### config.mk
export PLATFORM = sky130hd
export DESIGN_NAME = traffic_phase_scheduler_flat
export DESIGN_NICKNAME = d
export VERILOG_FILES = /design/src/rtl/traffic_phase_scheduler_if.sv /design/src/rtl/traffic_phase_scheduler.sv /design/src/flat_wrapper.sv
export SDC_FILE = /design/constraint.sdc
export NUM_CORES = 1
export LEC_CHECK = 0
export BUFFER_PORTS_ARGS = -buffer_cell sky130_fd_sc_hd__buf_2
export CAP_MARGIN = 20
export CORE_MARGIN = 1.5
export CORE_UTILIZATION = 40
export CTS_CLUSTER_SIZE = 12
export DETAILED_ROUTE_END_ITERATION = 8
export PLACE_DENSITY = 0.62
export SLEW_MARGIN = 25
export SYNTH_ARGS = -nofsm -noshare
export SYNTH_HDL_FRONTEND = slang
export SYNTH_SLANG_ARGS = --single-unit
### constraint.sdc
create_clock -name clk -period 7.45 [get_ports clk]
set_clock_uncertainty 0.2 [all_clocks]
set_input_delay 1.8625 -clock clk [delete_from_list [all_inputs] [get_ports clk]]
set_output_delay 1.8625 -clock clk [all_outputs]
set_load 0.01 [all_outputs]
### src/rtl/traffic_phase_scheduler_if.sv
// Handshake bundle for traffic_phase_scheduler: timebase, requests, lamps and status.
// flash_req exists only when TRAFFIC_FLASH_EN is defined.
interface traffic_phase_scheduler_if;
  logic       tick;
  logic       ped_req;
  logic       side_sensor;
`ifdef TRAFFIC_FLASH_EN
  logic       flash_req;
`endif
  logic       MG, MY, MR;
  logic       SG, SY, SR;
  logic       pedLight;
  logic [2:0] phase;
  logic       ped_pending;
  logic       ped_ack;

  modport master (
`ifdef TRAFFIC_FLASH_EN
    output flash_req,
`endif
    output tick, ped_req, side_sensor,
    input  MG, MY, MR, SG, SY, SR, pedLight, phase, ped_pending, ped_ack
  );

  modport slave (
`ifdef TRAFFIC_FLASH_EN
    input  flash_req,
`endif
    input  tick, ped_req, side_sensor,
    output MG, MY, MR, SG, SY, SR, pedLight, phase, ped_pending, ped_ack
  );
endinterface

### src/rtl/traffic_phase_scheduler.sv
// Main/side intersection sequencer with demand-held main green and a pedestrian phase.
// Define TRAFFIC_FLASH_EN to add the flash_req input and the blinking FLASH state.
module traffic_phase_scheduler #(
  parameter int CNT_W        = 8,
  parameter int T_GREEN_MAIN = 8,
  parameter int T_YELLOW     = 3,
  parameter int T_ALLRED     = 2,
  parameter int T_GREEN_SIDE = 6,
  parameter int T_PED        = 5
) (
  input  logic                        clk,
  input  logic                        reset,
  traffic_phase_scheduler_if.slave    bus
);

  localparam longint MAX_D = 64'd1 << CNT_W;

  if (T_GREEN_MAIN < 1 || T_GREEN_MAIN > MAX_D || T_YELLOW < 1 || T_YELLOW > MAX_D ||
      T_ALLRED < 1 || T_ALLRED > MAX_D || T_GREEN_SIDE < 1 || T_GREEN_SIDE > MAX_D ||
      T_PED < 1 || T_PED > MAX_D) begin : g_bad_duration
    $error("traffic_phase_scheduler: every duration must lie in 1..2**CNT_W");
  end

  // Expiry compares against duration-1 so a duration of 2**CNT_W still fits the timer.
  localparam logic [CNT_W-1:0] LIM_GM  = CNT_W'(T_GREEN_MAIN - 1);
  localparam logic [CNT_W-1:0] LIM_Y   = CNT_W'(T_YELLOW - 1);
  localparam logic [CNT_W-1:0] LIM_AR  = CNT_W'(T_ALLRED - 1);
  localparam logic [CNT_W-1:0] LIM_GS  = CNT_W'(T_GREEN_SIDE - 1);
  localparam logic [CNT_W-1:0] LIM_PED = CNT_W'(T_PED - 1);

  typedef enum logic [2:0] {
    GR  = 3'd0,
    YR  = 3'd1,
    RR1 = 3'd2,
    RG  = 3'd3,
    RY  = 3'd4,
    RR2 = 3'd5,
`ifdef TRAFFIC_FLASH_EN
    PED = 3'd6,
    FLASH = 3'd7
`else
    PED = 3'd6
`endif
  } state_t;

  // Lamp vector order: {MG, MY, MR, SG, SY, SR, pedLight}
  localparam logic [6:0] LAMPS_GR = 7'b1000010;

  function automatic logic [6:0] lamp_decode(input state_t s);
    case (s)
      GR:       lamp_decode = LAMPS_GR;
      YR:       lamp_decode = 7'b0100010;
      RR1, RR2: lamp_decode = 7'b0010010;
      RG:       lamp_decode = 7'b0011000;
      RY:       lamp_decode = 7'b0010100;
      PED:      lamp_decode = 7'b0010011;
      default:  lamp_decode = 7'b0000000;
    endcase
  endfunction

  state_t           state, state_nxt;
  logic [CNT_W-1:0] timer, timer_nxt, lim;
  logic             expired;
  logic             sync1, sync2, sync3, ped_edge;
  logic             ped_pending, ped_pending_nxt;
  logic             side_demand, side_demand_nxt;
  logic             ped_ack, enter_ped, enter_rg;
  logic [6:0]       lamps, lamps_nxt;
`ifdef TRAFFIC_FLASH_EN
  logic             blink, blink_nxt;
`endif

  always_comb begin
    case (state)
      GR:       lim = LIM_GM;
      YR, RY:   lim = LIM_Y;
      RR1, RR2: lim = LIM_AR;
      RG:       lim = LIM_GS;
      PED:      lim = LIM_PED;
      default:  lim = '0;
    endcase
    // GR keeps counting to saturation, so >= keeps expiry true while main green is held.
    expired = bus.tick && (timer >= lim);

    state_nxt = state;
    case (state)
      GR:      if (expired && (side_demand || ped_pending)) state_nxt = YR;
      YR:      if (expired) state_nxt = RR1;
      RR1:     if (expired) state_nxt = side_demand ? RG : RR2;
      RG:      if (expired) state_nxt = RY;
      RY:      if (expired) state_nxt = RR2;
      RR2:     if (expired) state_nxt = ped_pending ? PED : GR;
      PED:     if (expired) state_nxt = GR;
      default: state_nxt = GR;
    endcase
`ifdef TRAFFIC_FLASH_EN
    if (bus.flash_req)
      state_nxt = FLASH;
    else if (state == FLASH)
      state_nxt = RR1;
`endif

    ped_edge        = sync2 & ~sync3;
    enter_ped       = (state_nxt == PED) && (state != PED);
    enter_rg        = (state_nxt == RG) && (state != RG);
    ped_pending_nxt = ped_edge | (ped_pending & ~enter_ped);
    side_demand_nxt = bus.side_sensor | (side_demand & ~enter_rg);

    if (state_nxt != state)
      timer_nxt = '0;
    else if (bus.tick && (timer != '1))
      timer_nxt = timer + 1'b1;
    else
      timer_nxt = timer;

    lamps_nxt = lamp_decode(state_nxt);
`ifdef TRAFFIC_FLASH_EN
    if ((state == FLASH) && (state_nxt == RR1))
      side_demand_nxt = 1'b0;
    if ((state_nxt == FLASH) && (state != FLASH))
      blink_nxt = 1'b0;
    else if ((state == FLASH) && bus.tick)
      blink_nxt = ~blink;
    else
      blink_nxt = blink;
    if (state_nxt == FLASH)
      lamps_nxt = {1'b0, blink_nxt, 3'b000, blink_nxt, 1'b0};
`endif
  end

  always_ff @(posedge clk or negedge reset) begin
    if (!reset) begin
      state       <= GR;
      timer       <= '0;
      sync1       <= 1'b0;
      sync2       <= 1'b0;
      sync3       <= 1'b0;
      ped_pending <= 1'b0;
      side_demand <= 1'b0;
      ped_ack     <= 1'b0;
      lamps       <= LAMPS_GR;
`ifdef TRAFFIC_FLASH_EN
      blink       <= 1'b0;
`endif
    end else begin
      state       <= state_nxt;
      timer       <= timer_nxt;
      sync1       <= bus.ped_req;
      sync2       <= sync1;
      sync3       <= sync2;
      ped_pending <= ped_pending_nxt;
      side_demand <= side_demand_nxt;
      ped_ack     <= enter_ped;
      lamps       <= lamps_nxt;
`ifdef TRAFFIC_FLASH_EN
      blink       <= blink_nxt;
`endif
    end
  end

  assign {bus.MG, bus.MY, bus.MR, bus.SG, bus.SY, bus.SR, bus.pedLight} = lamps;
  assign bus.phase       = state;
  assign bus.ped_pending = ped_pending;
  assign bus.ped_ack     = ped_ack;

endmodule

### src/flat_wrapper.sv
// flat-port wrapper written by rule: the top's interface ports become plain ports
module traffic_phase_scheduler_flat 
#(
  parameter int CNT_W        = 8,
  parameter int T_GREEN_MAIN = 8,
  parameter int T_YELLOW     = 3,
  parameter int T_ALLRED     = 2,
  parameter int T_GREEN_SIDE = 6,
  parameter int T_PED        = 5
)
  (clk, reset, bus_tick, bus_ped_req, bus_side_sensor, bus_MG, bus_MY, bus_MR, bus_SG, bus_SY, bus_SR, bus_pedLight, bus_phase, bus_ped_pending, bus_ped_ack);
  traffic_phase_scheduler_if bus_i ();
  input  logic clk;
  input  logic reset;
  input wire logic [$bits(bus_i.tick)-1:0] bus_tick;
  input wire logic [$bits(bus_i.ped_req)-1:0] bus_ped_req;
  input wire logic [$bits(bus_i.side_sensor)-1:0] bus_side_sensor;
  output wire logic [$bits(bus_i.MG)-1:0] bus_MG;
  output wire logic [$bits(bus_i.MY)-1:0] bus_MY;
  output wire logic [$bits(bus_i.MR)-1:0] bus_MR;
  output wire logic [$bits(bus_i.SG)-1:0] bus_SG;
  output wire logic [$bits(bus_i.SY)-1:0] bus_SY;
  output wire logic [$bits(bus_i.SR)-1:0] bus_SR;
  output wire logic [$bits(bus_i.pedLight)-1:0] bus_pedLight;
  output wire logic [$bits(bus_i.phase)-1:0] bus_phase;
  output wire logic [$bits(bus_i.ped_pending)-1:0] bus_ped_pending;
  output wire logic [$bits(bus_i.ped_ack)-1:0] bus_ped_ack;
  assign bus_i.tick = bus_tick;
  assign bus_i.ped_req = bus_ped_req;
  assign bus_i.side_sensor = bus_side_sensor;
  assign bus_MG = bus_i.MG;
  assign bus_MY = bus_i.MY;
  assign bus_MR = bus_i.MR;
  assign bus_SG = bus_i.SG;
  assign bus_SY = bus_i.SY;
  assign bus_SR = bus_i.SR;
  assign bus_pedLight = bus_i.pedLight;
  assign bus_phase = bus_i.phase;
  assign bus_ped_pending = bus_i.ped_pending;
  assign bus_ped_ack = bus_i.ped_ack;
  traffic_phase_scheduler #(.CNT_W(CNT_W), .T_GREEN_MAIN(T_GREEN_MAIN), .T_YELLOW(T_YELLOW), .T_ALLRED(T_ALLRED), .T_GREEN_SIDE(T_GREEN_SIDE), .T_PED(T_PED)) u_core (.clk(clk), .reset(reset), .bus(bus_i));
endmodule
# After elaboration in Yosys (flattened, before gate mapping)
# Index checks and enable logic that the tools add are counted.
# op_classes
n_addsub	1
order_cmp	1
bitwise_logic	8
mux	14
eq_ne	16
n_reduce_logical	12
# ops
operator	count
7-bit case mux with 6 select lines	1
3-bit two-way mux	9
3-bit case mux with 7 select lines	1
3-bit equality test (second input constant)	6
8-bit two-way mux	2
3-bit case mux with 5 select lines	1
3-bit by 2-bit equality test with 1-bit output (second input constant)	4
8-bit by 1-bit adder with 8-bit output (second input constant)	1
8-bit by 3-bit greater-or-equal comparator with 1-bit output	1
8-bit != test (second input constant)	1
3-bit by 1-bit equality test with 1-bit output (second input constant)	2
3-bit zero test	2
2-bit OR reduction	3
1-bit logical AND	5
1-bit AND	3
3-bit by 2-bit != test with 1-bit output (second input constant)	1
3-bit != test	1
3-bit != test (second input constant)	1
1-bit NOT	3
1-bit OR	2
2-bit nonzero test	1
1-bit logical OR	1
# word_totals
in_bits	5
output_inout_bits	12
ff_bits	24
wordCells	61

# Logic depth before layout (Yosys ltp)
# logic_depth
word_depth	13
ltp_mapped	11
depth_no_buf	8

# Worst setup path after synthesis
# OpenSTA, ideal clock, no wires.
# synth_path
kind	input to register
startpoint	input port bus_tick
endpoint	register u_core.side_demand
path_stages	4
slack_ns	4.435
n_path_buf	1
setup_ns	0.118
required_ns	7.132
t_arrival_ns	2.697
cell_sequence	inv_1 > buf_2 > or4_1 > a21o_1
# synth_between
elab_chain_cells	9
word_cells_on_any_way	15
classes_between	1 x eq/ne; 8 x mux; 3 x bitwise; 3 x reduce/logical
# synth_rtl
element	line	source
start, declared	flat_wrapper.sv:15	input wire logic [$bits(bus_i.tick)-1:0] bus_tick;
1-bit logical AND *	traffic_phase_scheduler.sv:83	expired = bus.tick && (timer >= lim);
1-bit logical AND	traffic_phase_scheduler.sv:87	GR: if (expired && (side_demand || ped_pending)) state_nxt = YR;
3-bit two-way mux	traffic_phase_scheduler.sv:87	
3-bit case mux with 7 select lines *	traffic_phase_scheduler.sv:86	case (state)
3-bit by 2-bit equality test with 1-bit output *	traffic_phase_scheduler.sv:105	enter_rg = (state_nxt == RG) && (state != RG);
1-bit logical AND *	traffic_phase_scheduler.sv:105	
1-bit NOT *	traffic_phase_scheduler.sv:107	side_demand_nxt = bus.side_sensor | (side_demand & ~enter_rg);
1-bit AND *	traffic_phase_scheduler.sv:107	
1-bit OR *	traffic_phase_scheduler.sv:107	
named net u_core.side_demand_nxt	traffic_phase_scheduler.sv:66	logic side_demand, side_demand_nxt;
end signal, assigned	traffic_phase_scheduler.sv:152	side_demand <= side_demand_nxt;
end, declared	traffic_phase_scheduler.sv:66	
# Mark *: on every way through the listed nets, which the timed path passes. The rest lies on a longest branch.
# A chain may end at the register's enable or synchronous reset.

# Final worst setup path
# layout_path
startpoint	register u_core.state[0] (netlist: u_core.bus.phase[0])
endpoint	output port bus_phase[0]
# layout_rtl
element	line	source
start, declared	traffic_phase_scheduler.sv:61	state_t state, state_nxt;
start signal, assigned	traffic_phase_scheduler.sv:146	state <= state_nxt;
end, declared	flat_wrapper.sv:25	output wire logic [$bits(bus_i.phase)-1:0] bus_phase;
# No word-level cell between the ends.

==> impl_metrics.py <==
metrics = {
    "floorplanning": {
        "boundaryPins": 17,
        "dieArea_um2": 3500,
        "die_h_um": 59.2,
        "fp-row-count": 20,
        "start_util_pct": 41.7,
        "fp.dieW_um": 59.2,
        "core_um2": 3030,
    },
    "synth": {
        "synth_area_leader_cell": "dfrtp_1",
        "yosysMostFrequentCell": "dfrtp_1",
        "synth_flop_cell": "dfrtp_1",
        "synth_commonest_cells": "dfrtp_1, nor2_1, a21oi_1",
        "yosysWarningCount": 0,
        "synth_top_area_share_pct": 43.7,
        "syn_area_um2": 1260,
        "seq_area_frac_synth_pct": 47.8,
        "ys_types": 41,
        "syn-num-nets": 138,
        "synth_edf_count": 0,
        "ys_ff_latch": 24,
        "syn_inst": 129,
        "yosys-top-cells-area": "dfrtp_1, dfstp_2, ha_1",
        "synthArstFlopShare_pct": 100,
        "synth_area_per_cell_um2": 9.78,
    },
    "clock_tree": {
        "cts_root_buffer": "clkbuf_4",
        "cts.clk_slew.worst_paths_ns": 0.13,
        "cts_setup_buffers": 0,
        "cts.sinks": 24,
        "clk_latency_ns": 0.31,
        "tritoncts": "yes",
        "cts_buffers": 3,
        "clk_path_buf_depth": 2,
        "post_cts_resized": 0,
        "htree_levels": 1,
        "holdBufCountCts": 0,
    },
    "global_route": {
        "overflow": 0,
        "antenna_found_initial": 0,
        "grt_first_pass_wirelength_um": 4350,
        "grt_use_total_pct": 16.3,
        "grt_pass1_vias": 947,
        "grt_start_max_net_pins": 25,
    },
    "sta": {
        "fin_ws_ns": 4.18,
        "setup_viol": 0,
        "post-route-min-period_ns": 3.27,
        "slew_headroom_pct": 57.1,
        "rsz0062_at_grt": "no",
        "slew_violations": 0,
        "worst_pin_slew_ns": 0.640,
        "timing.fmax_mhz": 306,
        "hold_viol": 0,
        "tns_ns": 0,
        "period_share_pct": 43.9,
    },
    "detailed_routing": {
        "route.final.wire_length_um": 2560,
        "route.vias.total": 1043,
        "drc_errors": 0,
        "drtPass1Iterations": 4,
        "drt-wirelength-per-cell_um": 13.7,
        "drt_iter0_drc": 40,
        "ant_nets": 0,
        "via_per_inst": 5.61,
    },
    "power": {
        "power_density_nw_per_um2": 432,
        "p_leak_nw": 0.628,
        "ir_worst_vdd_v": 0.000135,
    },
    "finish": {
        "syn2layout_area_growth_pct": 12.0,
        "nFillCells": 299,
        "drive_above_1_share_pct": 19.7,
        "antenna_cells": 0,
        "layout.nets": 152,
    },
    "placement": {
        "dp_hpwl_um": 1820,
        "pre_cts_slack_ns": 3.56,
        "port_buffers": 16,
        "finalWeightedCongestion": 0.861,
    },
    "min_path": {
        "hold_path.class": "register to register",
    },
    "worst_setup_path": {
        "crit_path_end_kind": "output port",
        "crit_type": "register to output port",
        "critPathMaxStageDelay_ns": 0.67,
        "worstPathArrival_ns": 1.21,
        "crit_family": "flip-flops",
        "cp_max_fo": 17,
        "worst_path_max_delay_cell": "dfrtp_1",
        "critPathBufInv": 1,
        "required_ns": 5.39,
        "crit_chain": "buf_2",
        "worstSetupStartpointType": "register",
    },
    "job": {
        "max_cap_viol_count": 0,
    },
    "status": {
        "status": "finished, final reports clean",
    },
}
-- cells in the final DEF (no fill, tap or decap), types with 2 or more instances in the layout --
cell type | netlist | layout
dfrtp_1 | 22 | 22
buf_2 | 3 | 16
nor2_1 | 11 | 11
a21oi_1 | 9 | 9
nand2_1 | 7 | 7
inv_1 | 6 | 6
nand3_1 | 6 | 6
o21ai_0 | 5 | 5
ha_1 | 4 | 4
nor2b_1 | 3 | 3
nand2b_1 | 3 | 3
xnor2_1 | 3 | 3
nand4_1 | 3 | 3
clkbuf_4 | 0 | 3
nor3_1 | 2 | 2
o211ai_1 | 2 | 2
a31oi_1 | 2 | 2
a221oi_1 | 2 | 2
a31o_2 | 2 | 2
o2111ai_1 | 2 | 2
o31ai_1 | 2 | 2
o22ai_1 | 2 | 2
or4_1 | 2 | 2
or3_1 | 2 | 2
a21o_1 | 2 | 2
xor2_1 | 2 | 2
dfstp_2 | 2 | 2
-- registers in the layout, indices dropped and copies added (netlist names) --
name / count
u_core.sync1: 1
u_core.sync3: 1
u_core.timer: 8
u_core.bus.phase: 3
u_core.bus.ped_pending: 1
u_core.bus.ped_ack: 1
u_core.side_demand: 1
u_core.lamps: 7
u_core.sync2: 1
-- layout make-up --
cell class                 count  area, um^2  area share [%]
timing repair buffer          17        85.1            6.02
inverter                       6        22.5            1.59
tap                           44        55.1            3.90
clock inverter                 1        30.0            2.13
clock buffer                   3        22.5            1.59
sequential                    24         603            42.7
multi-input combinational     91         594            42.1
-- metrics by stage --
stage	power [W]	utilization [%]	hold WS [ns]	std cells	instance area [um^2]
after CTS	0.000608	46.5	0.167	185	1410
after global routing	0.000668	46.7	0.199	186	1410
after floorplan	0.000455	-	0.131	129	1260
final	0.000610	46.7	0.165	186	1410
after global placement	0.000506	44.8	0.132	181	1360
after detailed placement	0.000514	44.8	0.136	181	1360
-- cell families after synthesis --
group,synth area share (%)
buffers and inverters,5.06
flip-flops,47.8
multiplexers,0.794
AND/OR/NAND/NOR,20.0
XOR/XNOR,3.47
adder cells (fa/ha/maj),3.97
AO/OA/AOI/OAI,18.8
-- report_power, final --
part           internal (W)  switching [W]
clock             0.0000544      0.0000386
combinational      0.000116       0.000176
sequential         0.000172      0.0000531
-- worst paths after layout --
kind | start | endpoint | depth (start not counted) | slack, ns
hold / removal | u_core.sync1$_DFF_PN0_ | u_core.sync2$_DFF_PN0_ | 0 | 0.16
hold reg to reg | u_core.sync1$_DFF_PN0_ | u_core.sync2$_DFF_PN0_ | 0 | 0.16
max in group asynchronous | reset | u_core.lamps[6]$_DFF_PN1_ | 1 | 5.39
setup / recovery | u_core.bus.phase[0]$_DFF_PN0_ | bus_phase[0] | 1 | 4.18
min in group asynchronous | reset | u_core.bus.phase[2]$_DFF_PN0_ | 1 | 1.30
setup reg to reg | u_core.bus.phase[0]$_DFF_PN0_ | u_core.timer[6]$_DFFE_PN0P_ | 8 | 4.43
-- layer usage --
layer / share of wire, % / vias to the layer above / track usage [%]
li1: - / 502 / -
met1: 46 / 502 / 21.3
met2: 48 / 35 / 26.0
met3: 4.9 / 4 / 3.06
met4: 1.1 / 0 / 7.47
met5: 0 / - / 0
-- worst register-to-register path, cell delays in order (launching register included) --
cell,delay [ns]
dfrtp_1,0.67
nor2b_1,0.37
xnor2_1,0.11
ha_1,0.28
nor3b_1,0.06
o211a_1,0.34
a222oi_1,0.55
clkbuf_2,0.28
a21oi_1,0.06
No activity file was read; power rests on OpenSTA's default activity.
